--- src/rtl/if_fetch_unit.sv ---
`default_nettype none
// ============================================================================
//  Module      : if_fetch_unit
//  Description : Instruction-fetch stage. Owns the PC, drives the
//                combinational instruction ROM (rom_ce / rom_addr), captures
//                each fetched word with its PC into a small skid FIFO and
//                presents the FIFO head to decode over valid/ready.
//                Branch redirects and exception flushes empty the FIFO and
//                reload the PC (flush has priority over branch).
//  Ports       :
//    clk           in   single clock, rising edge
//    rst           in   asynchronous active-low reset
//    rom_ce        out  ROM chip enable (combinational)
//    rom_addr      out  ROM byte address (= pc)
//    rom_inst      in   ROM read data, valid in the same cycle
//    id_ready      in   decode accepts the head entry
//    if_valid      out  head entry valid
//    if_pc         out  PC of head entry
//    if_inst       out  instruction of head entry
//    branch_flag   in   redirect request from decode
//    branch_target in   redirect PC
//    flush         in   exception / pipeline flush
//    new_pc        in   flush PC
//  Revision    : 1.0  initial release
// ============================================================================
module if_fetch_unit #(
  parameter int                ADDR_W   = 32,
  parameter int                INST_W   = 32,
  parameter logic [ADDR_W-1:0] RESET_PC = '0,
  parameter int                DEPTH    = 2
) (
  input  logic              clk,
  input  logic              rst,
  output logic              rom_ce,
  output logic [ADDR_W-1:0] rom_addr,
  input  logic [INST_W-1:0] rom_inst,
  input  logic              id_ready,
  output logic              if_valid,
  output logic [ADDR_W-1:0] if_pc,
  output logic [INST_W-1:0] if_inst,
  input  logic              branch_flag,
  input  logic [ADDR_W-1:0] branch_target,
  input  logic              flush,
  input  logic [ADDR_W-1:0] new_pc
);

  localparam int PTR_W = $clog2(DEPTH);
  localparam int CNT_W = PTR_W + 1;
  localparam logic [CNT_W-1:0]  c_depth_cnt = CNT_W'(DEPTH);
  localparam logic [ADDR_W-1:0] c_align_mask = ~ADDR_W'(3);

  typedef enum logic [0:0] {
    S_IDLE = 1'b0,
    S_RUN  = 1'b1
  } state_t;

  state_t            state_q, state_d;
  logic [ADDR_W-1:0] pc_q, pc_d;
  logic [PTR_W-1:0]  wr_ptr_q, wr_ptr_d;
  logic [PTR_W-1:0]  rd_ptr_q, rd_ptr_d;
  logic [CNT_W-1:0]  count_q, count_d;
  logic [ADDR_W-1:0] mem_pc_q   [DEPTH];
  logic [ADDR_W-1:0] mem_pc_d   [DEPTH];
  logic [INST_W-1:0] mem_inst_q [DEPTH];
  logic [INST_W-1:0] mem_inst_d [DEPTH];

  logic              redirect;
  logic [ADDR_W-1:0] redirect_pc;
  logic              push;
  logic              pop;

  // Head outputs come straight from storage so decode never sees a
  // combinational path from the ROM or from id_ready.
  assign if_valid = (count_q != '0);
  assign if_pc    = mem_pc_q[rd_ptr_q];
  assign if_inst  = mem_inst_q[rd_ptr_q];
  assign rom_addr = pc_q;
  assign rom_ce   = push;

  always_comb begin
    state_d     = state_q;
    pc_d        = pc_q;
    wr_ptr_d    = wr_ptr_q;
    rd_ptr_d    = rd_ptr_q;
    count_d     = count_q;
    mem_pc_d    = mem_pc_q;
    mem_inst_d  = mem_inst_q;

    redirect    = flush | branch_flag;
    // Low two address bits are silently dropped: fetch is word aligned.
    redirect_pc = (flush ? new_pc : branch_target) & c_align_mask;
    pop         = if_valid & id_ready;
    // A pop in the same cycle frees a slot, so a full FIFO still fetches.
    push        = (state_q == S_RUN) & ~redirect & ((count_q < c_depth_cnt) | pop);

    case (state_q)
      S_IDLE:  state_d = S_RUN;
      S_RUN:   state_d = S_RUN;
      default: state_d = S_IDLE;
    endcase

    if (redirect) begin
      // Redirect discards every queued entry, including any pop this cycle.
      pc_d     = redirect_pc;
      wr_ptr_d = '0;
      rd_ptr_d = '0;
      count_d  = '0;
    end else begin
      if (push) begin
        mem_pc_d[wr_ptr_q]   = pc_q;
        mem_inst_d[wr_ptr_q] = rom_inst;
        wr_ptr_d             = wr_ptr_q + PTR_W'(1);
        pc_d                 = pc_q + ADDR_W'(4);
      end
      if (pop) begin
        rd_ptr_d = rd_ptr_q + PTR_W'(1);
      end
      case ({push, pop})
        2'b10:   count_d = count_q + CNT_W'(1);
        2'b01:   count_d = count_q - CNT_W'(1);
        default: count_d = count_q;
      endcase
    end
  end

  always_ff @(posedge clk or negedge rst) begin
    if (!rst) begin
      state_q    <= S_IDLE;
      pc_q       <= RESET_PC;
      wr_ptr_q   <= '0;
      rd_ptr_q   <= '0;
      count_q    <= '0;
      mem_pc_q   <= '{default: '0};
      mem_inst_q <= '{default: '0};
    end else begin
      state_q    <= state_d;
      pc_q       <= pc_d;
      wr_ptr_q   <= wr_ptr_d;
      rd_ptr_q   <= rd_ptr_d;
      count_q    <= count_d;
      mem_pc_q   <= mem_pc_d;
      mem_inst_q <= mem_inst_d;
    end
  end

endmodule
`default_nettype wire
--- config.mk ---
export PLATFORM = sky130hd
export DESIGN_NAME = if_fetch_unit
export DESIGN_NICKNAME = d
export VERILOG_FILES = /design/src/rtl/if_fetch_unit.sv
export SDC_FILE = /design/constraint.sdc
export NUM_CORES = 1
export LEC_CHECK = 0
export CELL_PAD_IN_SITES_DETAIL_PLACEMENT = 1
export CELL_PAD_IN_SITES_GLOBAL_PLACEMENT = 2
export CORE_MARGIN = 2
export CORE_UTILIZATION = 35
export DETAILED_ROUTE_END_ITERATION = 16
export GPL_ROUTABILITY_DRIVEN = 0
export PLACE_DENSITY = 0.91
export SYNTH_ARGS = -nofsm -noshare
export SYNTH_HDL_FRONTEND = slang
export SYNTH_SLANG_ARGS = --single-unit
--- constraint.sdc ---
create_clock -name clk -period 5 [get_ports clk]
set_input_delay 1 -clock clk [delete_from_list [all_inputs] [get_ports clk]]
set_output_delay 1 -clock clk [all_outputs]
set_load 0.05 [all_outputs]
==> results of run 1 <==
==> metrics by stage <==
stage / hold slack [ns] / std cells / total power [mW] / util [%] / cell area (µm²)
6_report: 0.502 / 1121 / 4.47 / 48.3 / 10600
5_1_grt: 0.515 / 1120 / 4.68 / 48.2 / 10600
4_1_cts: 0.504 / 1120 / 4.52 / 48.2 / 10600
3_5_place_dp: 0.488 / 1088 / 3.16 / 45.5 / 10000
3_3_place_gp: 0.482 / 1088 / 3.12 / 45.5 / 10000
2_1_floorplan: 0.474 / 655 / 2.64 / - / 7920
==> synth_stat cells (4+ instances only) <==
cell type / n
mux2_2: 188
dfrtp_1: 159
nand2_1: 43
a21oi_1: 36
o21ai_0: 24
buf_2: 22
nor2_1: 20
clkbuf_1: 13
nand3_1: 11
inv_1: 9
o31ai_1: 7
xnor2_1: 7
and3b_1: 6
and3_1: 5
buf_4: 5
mux2i_1: 5
nand4_1: 5
nor2b_1: 5
nor4_1: 5
a31oi_1: 4
nand2b_1: 4
nor3_1: 4
==> sequential cells by signal, summed over array words and instances (netlist names) <==
signal	cells
state_q	1
wr_ptr_q	1
count_q	2
rd_ptr_q	1
mem_inst_q	64
rom_addr	30
mem_pc_q	60
==> kinds of logic after synthesis <==
kind of cell | Yosys count | share of synthesized area (%)
flip-flops | 159 | 50.3
buffers and inverters | 53 | 3.20
XOR/XNOR | 9 | 0.997
adder cells (fa/ha/maj) | 1 | 0.158
multiplexers | 193 | 27.4
other | 2 | 0.0950
AO/OA/AOI/OAI | 101 | 8.18
AND/OR/NAND/NOR | 134 | 9.65
==> area by class of cell <==
type                            count  area (µm²)
Fill cell                        2325       11400
Timing Repair Buffer              197        1960
Sequential cell                   159        3980
Tap cell                          280         350
Multi-Input combinational cell    443        3700
Clock buffer                       17         425
Inverter                            9        33.8
Antenna cell                        1        2.50
Clock inverter                     15         176
==> final timing paths <==
path,cells after the start,slack (ns),start,end
worst min register to register,1,0.50,mem_pc_q[19],mem_pc_q[19]
worst max register to register,6,2.66,rom_addr[2],rom_addr[22]
worst max-delay path,6,0.99,id_ready,rom_ce
worst min-delay path,1,0.50,mem_pc_q[19],mem_pc_q[19]
min in group asynchronous,1,0.63,rst,mem_inst_q[5]
max in group asynchronous,2,3.29,rst,rd_ptr_q
==> worst max-delay path: stages <==
cell             delay [ns]
clkdlybuf4s50_1        0.56
nand2b_1               0.17
nand3_1                0.09
buf_4                  0.21
inv_1                  0.14
clkdlybuf4s50_1        0.84
==> power by group <==
part | leakage [nW] | switching (mW) | internal (mW) | total (mW)
clock | 0.295 | 0.577 | 0.756 | 1.33
sequential | 1.98 | 0.170 | 1.53 | 1.70
combinational | 2.18 | 0.820 | 0.610 | 1.43
==> routing by layer <==
layer  vias to the layer above  track usage [%]  share of wire [%]
met2                       156             31.4                 48
met3                         8             4.62                4.9
met1                      2958             25.0                 46
met4                         0             3.92               0.51
li1                       2714                -                  -
met5                         -                0                  0
==> metrics.cfg, run 1 <==
[pwr]
p_leak_nw=4.46
peakVddDrop_mv=0.202
power.density_mw_per_mm2=420

[grt]
grt_pass1_vias=6325
grtUsageTotal_pct=18.8
gr-total-overflow=0
grt_pass1_wl_mm=35.3
grt_max_degree=85
antenna_found_initial=0

[timing]
max_slew_margin_pct=32.5
fin_ws_ns=0.985
setup_viol_count_final=0
rsz0062_at_grt=no
worst_pin_slew_ns=1.01
period_minus_slack_ns=4.01
final_hold_viol_count=0
finalSetupTns_ns=0
fin_crit_sh_pct=80.3
slew_viol_final=0
maxClockFrequency_mhz=249
skew_ns=0.00923

[die]
initial_core_util_pct=35.9
dieWidth_um=154
fp.dieArea_mm2=0.0238
num_io_pins=199
row_count=54
die_height_um=154
core_area_mm2=0.0220

[clock_network]
cts_made_buffers=17
cts_buffer_depth=2
cts_tree=yes
h-tree-depth=4
post_cts_resized=0
cts.clk_slew.worst_paths_ns=0.06
postCtsHoldBufs=0
root_buffer=clkbuf_16
cts_sinks=159
cts_setup_buffers=0
insertion_delay_ns=0.41

[route]
first_iter_violations=257
viasPerCell=5.21
drtPass1Iterations=4
finalWirelength_mm=21.9
vias=5836
drcViolationCount=0
drtAntennaViolNets=0
avgRoutedWirePerCell_um=19.5

[status]
outcome=complete, no violations

[layout]
nets=929
final_cell_mix=mux2_2 (188), clkdlybuf4s50_1 (187), dfrtp_1 (158)
area_growth_pct=34.4
final_common_cell=mux2_2
layout-drive-gt1-share_pct=29.8

[worst_setup_path]
cp.required_ns=4.00
endpoint_kind=primary output
path_max_fanout=12
crit_arrival_ns=3.01
crit_type=in -> out
start_kind=input port

[synthesis]
synth_top_area_cell=dfrtp_1
syn_area_mm2=0.00791
netlist.area_leader.share_pct=50.3
ys_seq_area_share_pct=50.3
ys_types=61
synth_area_per_cell_um2=12.1
yosysWarningCount=0
async_flop_share_pct=100
synth_cells=652
synth.area.top_cells=dfrtp_1 (50%), mux2_2 (27%), a21oi_1 (2.3%), nand2_1 (2.0%), o21ai_0 (1.5%)
synth_edf_count=0
synth_top_flop_cell=dfrtp_1
ys_ff_latch=159

[worst_hold_path]
hold_path.class=reg -> reg

[place]
place_ws_ns=0.984
portBuffers=190
dp_hpwl_mm=14.7

[run]
max-cap-violations=0

Power figures use the tool's default switching activity.
==> run 2: changes to the inputs <==
--- a/config.mk
+++ b/config.mk
@@ -8,10 +8,10 @@
 export CELL_PAD_IN_SITES_DETAIL_PLACEMENT = 1
 export CELL_PAD_IN_SITES_GLOBAL_PLACEMENT = 2
 export CORE_MARGIN = 2
-export CORE_UTILIZATION = 35
+export CORE_UTILIZATION = 32
 export DETAILED_ROUTE_END_ITERATION = 16
 export GPL_ROUTABILITY_DRIVEN = 0
-export PLACE_DENSITY = 0.91
+export PLACE_DENSITY = 0.85
 export SYNTH_ARGS = -nofsm -noshare
 export SYNTH_HDL_FRONTEND = slang
 export SYNTH_SLANG_ARGS = --single-unit
==> constraint.sdc (replaced) <==
create_clock -name clk -period 3.8 [get_ports clk]
set_input_delay 0.76 -clock clk [delete_from_list [all_inputs] [get_ports clk]]
set_output_delay 0.76 -clock clk [all_outputs]
set_load 0.05 [all_outputs]
==> run 2 against run 1 <==
Routed wire length increased by 1.5%. Critical endpoint is now if_pc[12]. Non-clock buffer count rose by 6. Worst setup slack lost 0.57 ns. Cell area is 1.2% higher. Highest routed layer unchanged. Clock power rose by 30%. Hold slack worse by 0.15 ns.
==> metrics.cfg, run 2 (same netlist as run 1, synthesis figures left out) <==
[status]
outcome=complete, no violations

[grt]
grt_pass1_wl_mm=35.3
grt_max_degree=75
antenna_found_initial=0
grt_pass1_vias=6262
gr-total-overflow=0
grtUsageTotal_pct=17.4

[pwr]
power.density_mw_per_mm2=544
peakVddDrop_mv=0.210
p_leak_nw=4.49

[clock_network]
cts_made_buffers=17
cts_sinks=159
postCtsHoldBufs=0
h-tree-depth=4
cts_buffer_depth=2
cts.clk_slew.worst_paths_ns=0.07
post_cts_resized=0
root_buffer=clkbuf_16
cts_tree=yes
cts_setup_buffers=0
insertion_delay_ns=0.42

[worst_setup_path]
worst-path-buf-inv=2
cp.required_ns=3.04
slowest_delay_ns=0.79
path_delay_family=buffers and inverters
crit_arrival_ns=2.63
endpoint_kind=primary output
path_cells=buf_12, mux2_2, clkdlybuf4s50_1
cp_slowest_cell=dfrtp_4
start_kind=flop
path_max_fanout=32
crit_type=reg -> out

[timing]
skew_ns=0.0105
maxClockFrequency_mhz=295
slew_viol_final=0
finalSetupTns_ns=0
rsz0062_at_grt=no
setup_viol_count_final=0
fin_crit_sh_pct=89.2
worst_pin_slew_ns=0.760
fin_ws_ns=0.412
max_slew_margin_pct=49.3
period_minus_slack_ns=3.39
final_hold_viol_count=0

[route]
viasPerCell=4.98
first_iter_violations=232
drtAntennaViolNets=0
vias=5821
drtPass1Iterations=4
finalWirelength_mm=22.2
drcViolationCount=0
avgRoutedWirePerCell_um=19.0

[layout]
fill_cells=2566
regMostFlops=mem_inst_q
layout-drive-gt1-share_pct=30.4
nets=935
largest_reg_flops=64
final_common_cell=mux2_2
antenna_cells=0
area_growth_pct=36.1
final_cell_mix=mux2_2 (188), clkdlybuf4s50_1 (186), dfrtp_1 (158)

[run]
max-cap-violations=0

[die]
dieWidth_um=161
row_count=57
core_area_mm2=0.0243
fp.dieArea_mm2=0.0260
initial_core_util_pct=32.5
die_height_um=161
num_io_pins=199

[worst_hold_path]
hold_path.class=in -> async

[place]
place_ws_ns=0.836
dp_hpwl_mm=15.4
portBuffers=190

[run 2: layer usage]
metal  GRT usage (%)  part of all wire (%)  vias to the layer above  wire [µm]
li1                -                     -                     2713          -
met2            28.7                    47                      148      10400
met4            3.13                  0.73                        0        162
met5               0                     0                        -          0
met3            4.52                   4.9                       11       1090
met1            23.3                    47                     2949      10500
[run 2: cell type report]
class	count	area (µm²)	area share, %
flip-flops and latches	159	3980	37.0
well taps	324	405	3.77
clock buffers	20	467	4.34
inverters	9	33.8	0.314
multi-input cells	443	3700	34.4
repair buffers	203	2040	18.9
clock inverters	12	133	1.23
[run 2: report_power, final]
part / total [mW] / switching (mW) / internal (mW)
clock: 1.73 / 0.711 / 1.02
sequential: 2.24 / 0.218 / 2.02
combinational: 1.89 / 1.08 / 0.807
[run 2: through the flow]
stage	util (%)	hold WS [ns]	instance area [µm²]	power [mW]	std cells
2_1_floorplan	-	0.464	7920	3.48	655
3_3_place_gp	41.8	0.481	10200	4.12	1138
3_5_place_dp	41.8	0.487	10200	4.17	1138
4_1_cts	44.2	0.396	10800	5.93	1170
5_1_grt	44.2	0.394	10800	6.12	1170
6_report	44.2	0.347	10800	5.86	1170
[run 2: path summary, 6_finish.rpt]
check,from,endpoint,slack [ns],cells past startpoint
max,rd_ptr_q,if_pc[12],0.41,3
min,rst,mem_inst_q[35],0.35,1
max reg2reg,rom_addr[2],rom_addr[22],1.44,6
min reg2reg,mem_pc_q[6],mem_pc_q[6],0.50,1
max in group asynchronous,rst,mem_inst_q[34],2.59,2
min in group clk,mem_pc_q[6],mem_pc_q[6],0.50,1
[run 2: worst register-to-register path: stages, from the launching register on]
cell and delay (ns):
dfrtp_1 0.54, ha_1 0.25, and4_1 0.38, nand4_1 0.31, nor2_1 0.38, a31oi_1 0.14, o221a_2 0.25
==> run 3: changes to the inputs <==
--- a/config.mk
+++ b/config.mk
@@ -7,11 +7,11 @@
 export LEC_CHECK = 0
 export CELL_PAD_IN_SITES_DETAIL_PLACEMENT = 1
 export CELL_PAD_IN_SITES_GLOBAL_PLACEMENT = 2
-export CORE_MARGIN = 2
+export CORE_MARGIN = 4
 export CORE_UTILIZATION = 32
 export DETAILED_ROUTE_END_ITERATION = 16
 export GPL_ROUTABILITY_DRIVEN = 0
-export PLACE_DENSITY = 0.85
+export PLACE_DENSITY = 0.87
 export SYNTH_ARGS = -nofsm -noshare
 export SYNTH_HDL_FRONTEND = slang
 export SYNTH_SLANG_ARGS = --single-unit
==> run 3 against run 2 <==
Total power up 0.86%. Critical endpoint is now if_pc[17]. First-iteration DRC count up 7.3%. Combinational power about the same. Worst setup slack better by 0.11 ns. Non-clock buffer count unchanged. Via count about the same. Register-to-register slack about the same. Fmax up 3.3%. Clock skew up 0.0013 ns. Sequential share of layout area down 0.081 points. Critical path depth unchanged.
==> metrics.cfg, run 3 (same netlist as run 1, synthesis figures left out) <==
[status]
outcome=complete, no violations

[timing]
finalSetupTns_ns=0
worst_pin_slew_ns=0.826
skew_ns=0.0118
maxClockFrequency_mhz=305
slew_viol_final=0
rsz0062_at_grt=no
fin_ws_ns=0.520
max_slew_margin_pct=44.9
setup_viol_count_final=0
fin_crit_sh_pct=86.3
final_hold_viol_count=0
period_minus_slack_ns=3.28

[place]
place_ws_ns=0.882
portBuffers=190
dp_hpwl_mm=15.6
place_area_mm2=0.0102

[grt]
met2_usage_pct=26.7
gr-total-overflow=0
grtUsageTotal_pct=16.6
grt_pass1_vias=6199
grt_pass1_wl_mm=35.2
grt_use_met3_pct=4.27
globalRoute.busiestLayer=met2
antenna_found_initial=0
grt_max_degree=85
met1_usage_pct=22.5

[layout]
regMostFlops=mem_inst_q
final_common_cell=mux2_2
antenna_cells=0
fin_util_pct=44.3
fin_area_mm2=0.0108
nets=935
layout-drive-gt1-share_pct=30.3
largest_reg_flops=64
area_growth_pct=36.4
final_cell_mix=mux2_2 (188), clkdlybuf4s50_1 (186), dfrtp_1 (158)

[worst_setup_path]
endpoint_kind=primary output
crit_arrival_ns=2.52
start_kind=flop
path_max_fanout=23
cp.required_ns=3.04
crit_type=reg -> out

[die]
die_height_um=165
row_count=57
fp.dieArea_mm2=0.0273
core_area_mm2=0.0243
initial_core_util_pct=32.5
dieWidth_um=165
num_io_pins=199

[pwr]
peakVddDrop_mv=0.288
power.density_mw_per_mm2=548
finalPower_mw=5.91
p_leak_nw=4.51

[clock_network]
cts_made_buffers=17
cts_tree=yes
postCtsHoldBufs=0
cts_sinks=159
cts_buffer_depth=2
root_buffer=clkbuf_16
insertion_delay_ns=0.42
cts.clk_slew.worst_paths_ns=0.07
cts_setup_buffers=0
h-tree-depth=4
post_cts_resized=0

[route]
first_iter_violations=249
vias=5826
avgRoutedWirePerCell_um=19.1
drcViolationCount=0
finalWirelength_mm=22.3
drtAntennaViolNets=0
viasPerCell=4.98
drtPass1Iterations=4

[worst_hold_path]
hold_path.class=in -> async

[run]
max-cap-violations=0

-- run 3: cell count changes in the layout (fill, tap and decap cells not counted), moves of 2 or more --
cell,delta
clkbuf_8,-3
inv_6,+3
clkinv_2,-2
clkinv_4,+2
clkinvlp_4,-2
-- run 3: final cells by class --
cell class	count	area [µm²]
Fill cell	2564	13500
Sequential cell	159	3980
Multi-Input combinational cell	443	3700
Timing Repair Buffer	203	2050
Clock buffer	18	429
Tap cell	324	405
Clock inverter	14	181
Inverter	9	33.8
-- run 3: critical path, cell delays in order, from the launching register on --
cell and delay [ns]:
dfrtp_4 0.70, buf_4 0.31, mux2_2 0.37, clkdlybuf4s50_1 0.70
-- run 3: path summary, 6_finish.rpt --
check / end / cells after the start / slack, ns / from
hold reg to reg: mem_pc_q[14] / 1 / 0.50 / mem_pc_q[14]
hold / removal: mem_inst_q[1] / 1 / 0.41 / rst
max in group asynchronous: mem_pc_q[6] / 2 / 2.54 / rst
setup reg to reg: rom_addr[22] / 6 / 1.45 / rom_addr[2]
min in group clk: mem_pc_q[14] / 1 / 0.50 / mem_pc_q[14]
setup / recovery: if_pc[17] / 3 / 0.52 / rd_ptr_q
-- run 3: through the flow --
step,hold WS [ns],cells
floorplan,0.464,655
global placement,0.481,1138
detailed placement,0.487,1138
CTS,0.438,1170
global route,0.465,1170
finish,0.411,1170
-- run 3: power by group --
part / switching, mW / internal (mW)
Clock: 0.737 / 1.05
Sequential: 0.215 / 2.02
Combinational: 1.08 / 0.807
-- run 3: metal layers --
layer | routed length, µm | share of wire (%)
met1 | 10400 | 46
met2 | 10400 | 46
met3 | 1360 | 6.1
met4 | 209 | 0.94
met5 | 0 | 0
